### src/rtl/alu_mux.sv
// Execute-stage ALU operand-B selector with EX/MEM pipeline registers for the RV32 core.
// Optional rs2 forwarding is compiled in with `define ALU_MUX_FWD_EN.
module alu_mux #(
  parameter int XLEN = 32
) (
  input  logic            clk,
  input  logic            rst_n,
  input  logic [XLEN-1:0] wd,
  input  logic [XLEN-1:0] ImmExt,
  input  logic            ALUSrc,
  input  logic [1:0]      fwd_sel,
  input  logic [XLEN-1:0] fwd_mem,
  input  logic [XLEN-1:0] fwd_wb,
  input  logic            in_valid,
  input  logic            stall,
  input  logic            flush,
  output logic [XLEN-1:0] B_out,
  output logic [XLEN-1:0] B_q,
  output logic [XLEN-1:0] store_q,
  output logic            valid_q
);

  logic [XLEN-1:0] rs2_sel;

`ifdef ALU_MUX_FWD_EN
  // 2'b11 is reserved and falls back to the register-file value.
  always_comb begin
    // NOTE: default assignment first so every path drives rs2_sel and no latch is inferred.
    rs2_sel = wd;
    unique case (fwd_sel)
      2'b01:   rs2_sel = fwd_wb;
      2'b10:   rs2_sel = fwd_mem;
      default: rs2_sel = wd;
    endcase
  end
`else
  assign rs2_sel = wd;

  // Forwarding ports stay on the interface so both builds share one pin-out.
  logic unused_fwd;
  assign unused_fwd = ^{fwd_sel, fwd_mem, fwd_wb};
`endif

  assign B_out = ALUSrc ? ImmExt : rs2_sel;

  // Flush kills valid but lets data move unless stalled; stall alone freezes everything.
  always_ff @(posedge clk or negedge rst_n) begin
    // NOTE: non-blocking assignments keep every register sampling pre-edge values.
    if (!rst_n) begin
      B_q     <= '0;
      store_q <= '0;
      valid_q <= 1'b0;
    end else if (flush) begin
      valid_q <= 1'b0;
      if (!stall) begin
        B_q     <= B_out;
        store_q <= rs2_sel;
      end
    end else if (!stall) begin
      B_q     <= B_out;
      store_q <= rs2_sel;
      valid_q <= in_valid;
    end
  end

endmodule

### config.mk
export PLATFORM = sky130hd
export DESIGN_NAME = alu_mux
export DESIGN_NICKNAME = d
export VERILOG_FILES = /design/src/rtl/alu_mux.sv
export SDC_FILE = /design/constraint.sdc
export NUM_CORES = 1
export LEC_CHECK = 0
export ABC_AREA = 1
export ABC_CLOCK_PERIOD_IN_PS = 1300
export CORE_AREA = 5 5 87 89
export CTS_BUF_LIST = sky130_fd_sc_hd__clkbuf_8
export CTS_CLUSTER_DIAMETER = 40
export DETAILED_ROUTE_END_ITERATION = 12
export DIE_AREA = 0 0 92 94
export DONT_BUFFER_PORTS = 1
export GPL_TIMING_DRIVEN = 0
export SETUP_SLACK_MARGIN = 0.5
export SLEW_MARGIN = 0
export SYNTH_ARGS = -nofsm -noshare
export SYNTH_HDL_FRONTEND = slang
export SYNTH_SLANG_ARGS = --single-unit
### constraint.sdc
create_clock -name clk -period 1.3 [get_ports clk]
set_clock_uncertainty 0.05 [all_clocks]
set_input_delay 0.13 -clock clk [delete_from_list [all_inputs] [get_ports clk]]
set_output_delay 0.13 -clock clk [all_outputs]
set_load 0.02 [all_outputs]
==> Word level (Yosys, flattened, before mapping) <==
Cells that the tools add are included.
{ "word_totals": {"ff_bits": 65, "input_bits": 136, "output_inout_bits": 97, "elab_cells": 7} }
{ "op_classes": {"eq_ne": 1, "n_mux": 3} }
{ "op_table": {"columns": ["cell", "count"], "rows": [
  ["$mux W32", 1],
  ["$mux W1", 2],
  ["$ne A2 B1 Y1 const B", 1]
]} }

==> Longest topological paths before layout <==
{ "logic_depth": {"depth_word": 2, "ltp_mapped": 6, "ltp_nobuf": 4} }

==> Least setup slack after synthesis <==
Ideal clock, no wire load.
{ "synth_timing": {"path_type": "input to output", "from": "in ALUSrc", "to": "out B_out[0]", "arrival_time_ps": 722, "required_time_ps": 1120, "path_slack_ps": 398, "cell_stages": 4, "path_buffers": 2, "path_cell_list": "buf_4 -> buf_4 -> nand2_1 -> and2_1"} }
{ "synth_via": {"elab_chain_len": 1} }
{ "synth_lines": {"columns": ["item", "line", "text"], "rows": [
  ["start, declared", "10", "input logic ALUSrc,"],
  ["$mux W32", "44", "assign B_out = ALUSrc ? ImmExt : rs2_sel;"],
  ["end, declared", "17", "output logic [XLEN-1:0] B_out,"]
]} }
Every way passes these cells.

==> Worst setup path after layout <==
{ "layout_timing": {"from": "reg store_q[0]", "to": "out store_q[0]"} }
{ "layout_rtl": {"columns": ["item", "line", "text"], "rows": [
  ["start, declared", "19", "output logic [XLEN-1:0] store_q,"],
  ["start signal, assigned", "57", "store_q <= rs2_sel;"],
  ["start signal, assigned", "61", "store_q <= rs2_sel;"]
]} }
No word-level cell between the ends.

==> impl_metrics.env <==
export IMPL_setup_violations=0
export IMPL_cts_root_buf="clkbuf_8"
export IMPL_fin_crit_ns=0.983
export IMPL_grt_pass1_wl_um=14100
export IMPL_synth_adder_area_share_pct=0
export IMPL_antenna_found_initial=0
export IMPL_r2r_start="store_q[0]"
export IMPL_muxShareOfSynthArea_pct=0
export IMPL_n_fill_cell=557
export IMPL_die_x_um=92
export IMPL_htree_levels=3
export IMPL_insertion_delay_ns=0.33
export IMPL_drtIter0Drc=92
export IMPL_io_buffer_count=0
export IMPL_seq_area_frac_synth_pct=51.1
export IMPL_status="complete, but fails checks"
export IMPL_synth_most_common_cell="nand2_1"
export IMPL_violations="hold timing"
export IMPL_ff_latch_area_um2=1710
export IMPL_routedWlPerCell_um=17.1
export IMPL_path_clk_slew_ns=0.07
export IMPL_tightest_slew_ns=0.239
export IMPL_fp_row_count=30
export IMPL_routed_via_density=5.09
export IMPL_ant_nets=0
export IMPL_max_freq_mhz=1020
export IMPL_place_congestion=0.747
export IMPL_synth_flop_cell="dfrtp_1"
export IMPL_synth_cells=411
export IMPL_synth_area_leaders="dfrtp_1, nand2_1, inv_1, and2_1, nand3_1"
export IMPL_firstDrtPassIters=5
export IMPL_core_area_um2=6680
export IMPL_synth_area_um2=3180
export IMPL_first_global_vias=2718
export IMPL_start_kind="flop"
export IMPL_dp_hpwl_um=6360
export IMPL_vias=2777
export IMPL_min_period_over_period_pct=75.6
export IMPL_routed_wl_um=9360
export IMPL_ys_types=13
export IMPL_die_h_um=94
export IMPL_peakVddDrop_uv=883
export IMPL_async_flop_share_pct=100
export IMPL_cellPowerDensity_nw_per_um2=1220
export IMPL_syn_mean_instance_area_um2=7.74
export IMPL_holdWs_ns=-0.566
export IMPL_critPathKind="flop to output pin"
export IMPL_finish_utilization_pct=65.0
export IMPL_synthTopCellsByCount="nand2_1, dfrtp_1, inv_1"
export IMPL_overflow=0
export IMPL_cp_arrival_ns=0.80
export IMPL_rsz0062_at_grt="yes"
export IMPL_multiInputGateArea_um2=1390
export IMPL_cts_sink_count=65
export IMPL_synthSimpleGateAreaFrac_pct=30.7
export IMPL_design_die_area_um2=8650
export IMPL_cts_buffer_depth=2
export IMPL_synth_edff_count=0
export IMPL_synthXorXnorAreaFrac_pct=0
export IMPL_crit_start="store_q[0]"
export IMPL_worst_path_max_fanout=2
export IMPL_finalHoldViolations=85
export IMPL_n_antenna_cell=0
export IMPL_synth_compound_area_share_pct=5.03
export IMPL_synth_seq_cells=65
export IMPL_ys_warn_count=0
export IMPL_start_util_pct=47.6
export IMPL_cp_data_required_time_ns=1.12
export IMPL_layout_area_overhead_vs_synth_pct=36.5
export IMPL_p_leak_nw=2.27
export IMPL_relSlewSlack_pct=84.1
export IMPL_nets=598
export IMPL_synth_top_family_by_area="simple AND/OR/NAND/NOR gates"
export IMPL_synth_nets=547
export IMPL_synth_area_leader_cell="dfrtp_1"
export IMPL_cts_made_buffers=9
export IMPL_finalMaxSlewViolations=0
export IMPL_cts_tree="yes"
export IMPL_grt_use_total_pct=21.1
export IMPL_fin_area_um2=4340
export IMPL_maxCapViolCount=0
export IMPL_tns_ns=0
export IMPL_layout_drive_gt1_share_pct=36.9
export IMPL_yosysTopAreaCellShare_pct=51.1
export IMPL_drc=0
export IMPL_hold_class="input port to async pin"
export IMPL_pin_count=233
export IMPL_place_area_um2=3390
export IMPL_grt_max_degree=66
export IMPL_crit_path_end_kind="output pin"
[cells in the final DEF (no fill, tap or decap), types with 2 or more instances in the layout]
| cell type | netlist | routed |
|---|---|---|
| clkbuf_8 | 0 | 11 |
| nand2_4 | 0 | 19 |
| clkbuf_2 | 2 | 2 |
| dfrtp_2 | 0 | 65 |
| buf_6 | 8 | 7 |
| buf_8 | 0 | 2 |
| o21ai_0 | 32 | 13 |
| buf_2 | 7 | 7 |
| dlygate4sd3_1 | 0 | 34 |
| inv_1 | 64 | 65 |
| nand2_2 | 0 | 10 |
| nand2_1 | 160 | 131 |
| buf_16 | 0 | 2 |
| buf_12 | 0 | 5 |
| clkinv_2 | 0 | 2 |
| and2_4 | 0 | 32 |
| o21ai_1 | 0 | 18 |
| nand3_1 | 32 | 32 |
[power by group]
group          switching (mW)  total, mW  internal, mW
Clock                   0.760       1.73         0.967
Combinational           0.502      0.918         0.416
Sequential              0.406       2.66          2.26
[per-stage QoR]
stage | worst slack, ns | hold slack (ns) | power (mW) | std cells
2_1_floorplan | 0.483 | -0.216 | 3.20 | 411
3_3_place_gp | 0.378 | -0.214 | 3.35 | 491
3_5_place_dp | 0.373 | -0.214 | 3.37 | 491
4_1_cts | 0.305 | -0.582 | 5.27 | 525
5_1_grt | 0.287 | -0.595 | 5.56 | 546
6_report | 0.317 | -0.566 | 5.31 | 546
[registers in the layout (all words and copies together), names as in the netlist]
name,cells
B_q,32
store_q,32
valid_q,1
[routing by layer]
layer  routed length, um  part of all wire, %  track usage (%)
met5                   0                    0                0
met4                 123                  1.3             7.30
met2                4370                   47             33.3
met3                 801                  8.6             7.29
met1                4060                   43             27.1
[cells by family after synthesis]
group / after synthesis
compound gates: 32
flops: 65
simple gates: 227
buf+inv: 87
[path summary, 6_finish.rpt]
kind	end	slack, ns	cells past startpoint
min in group clk	B_q[11]	-0.02	4
max in group asynchronous	store_q[18]	1.62	0
worst min-delay path	store_q[3]	-0.57	0
worst min register to register	B_q[12]	0.53	2
worst max-delay path	store_q[0]	0.32	0
worst max register to register	store_q[0]	0.51	2
[layout make-up]
cell class                      count  area share, %
Sequential cell                    65           39.3
Timing Repair Buffer               40           10.6
Multi-Input combinational cell    259           32.1
Tap cell                           80           2.30
Clock buffer                       11           3.49
Inverter                           66           6.13
Buffer                             21           5.13
Clock inverter                      4           1.01
[what timing repair did]
action	in CTS	in global routing
buffers inserted	3	0
hold endpoints to repair	129	91
hold buffers	14	20
cloned	2	1
setup endpoints to repair	120	125
pin swaps	12	17
gates resized for setup	116	32
No activity file was read; power rests on OpenSTA's default activity.
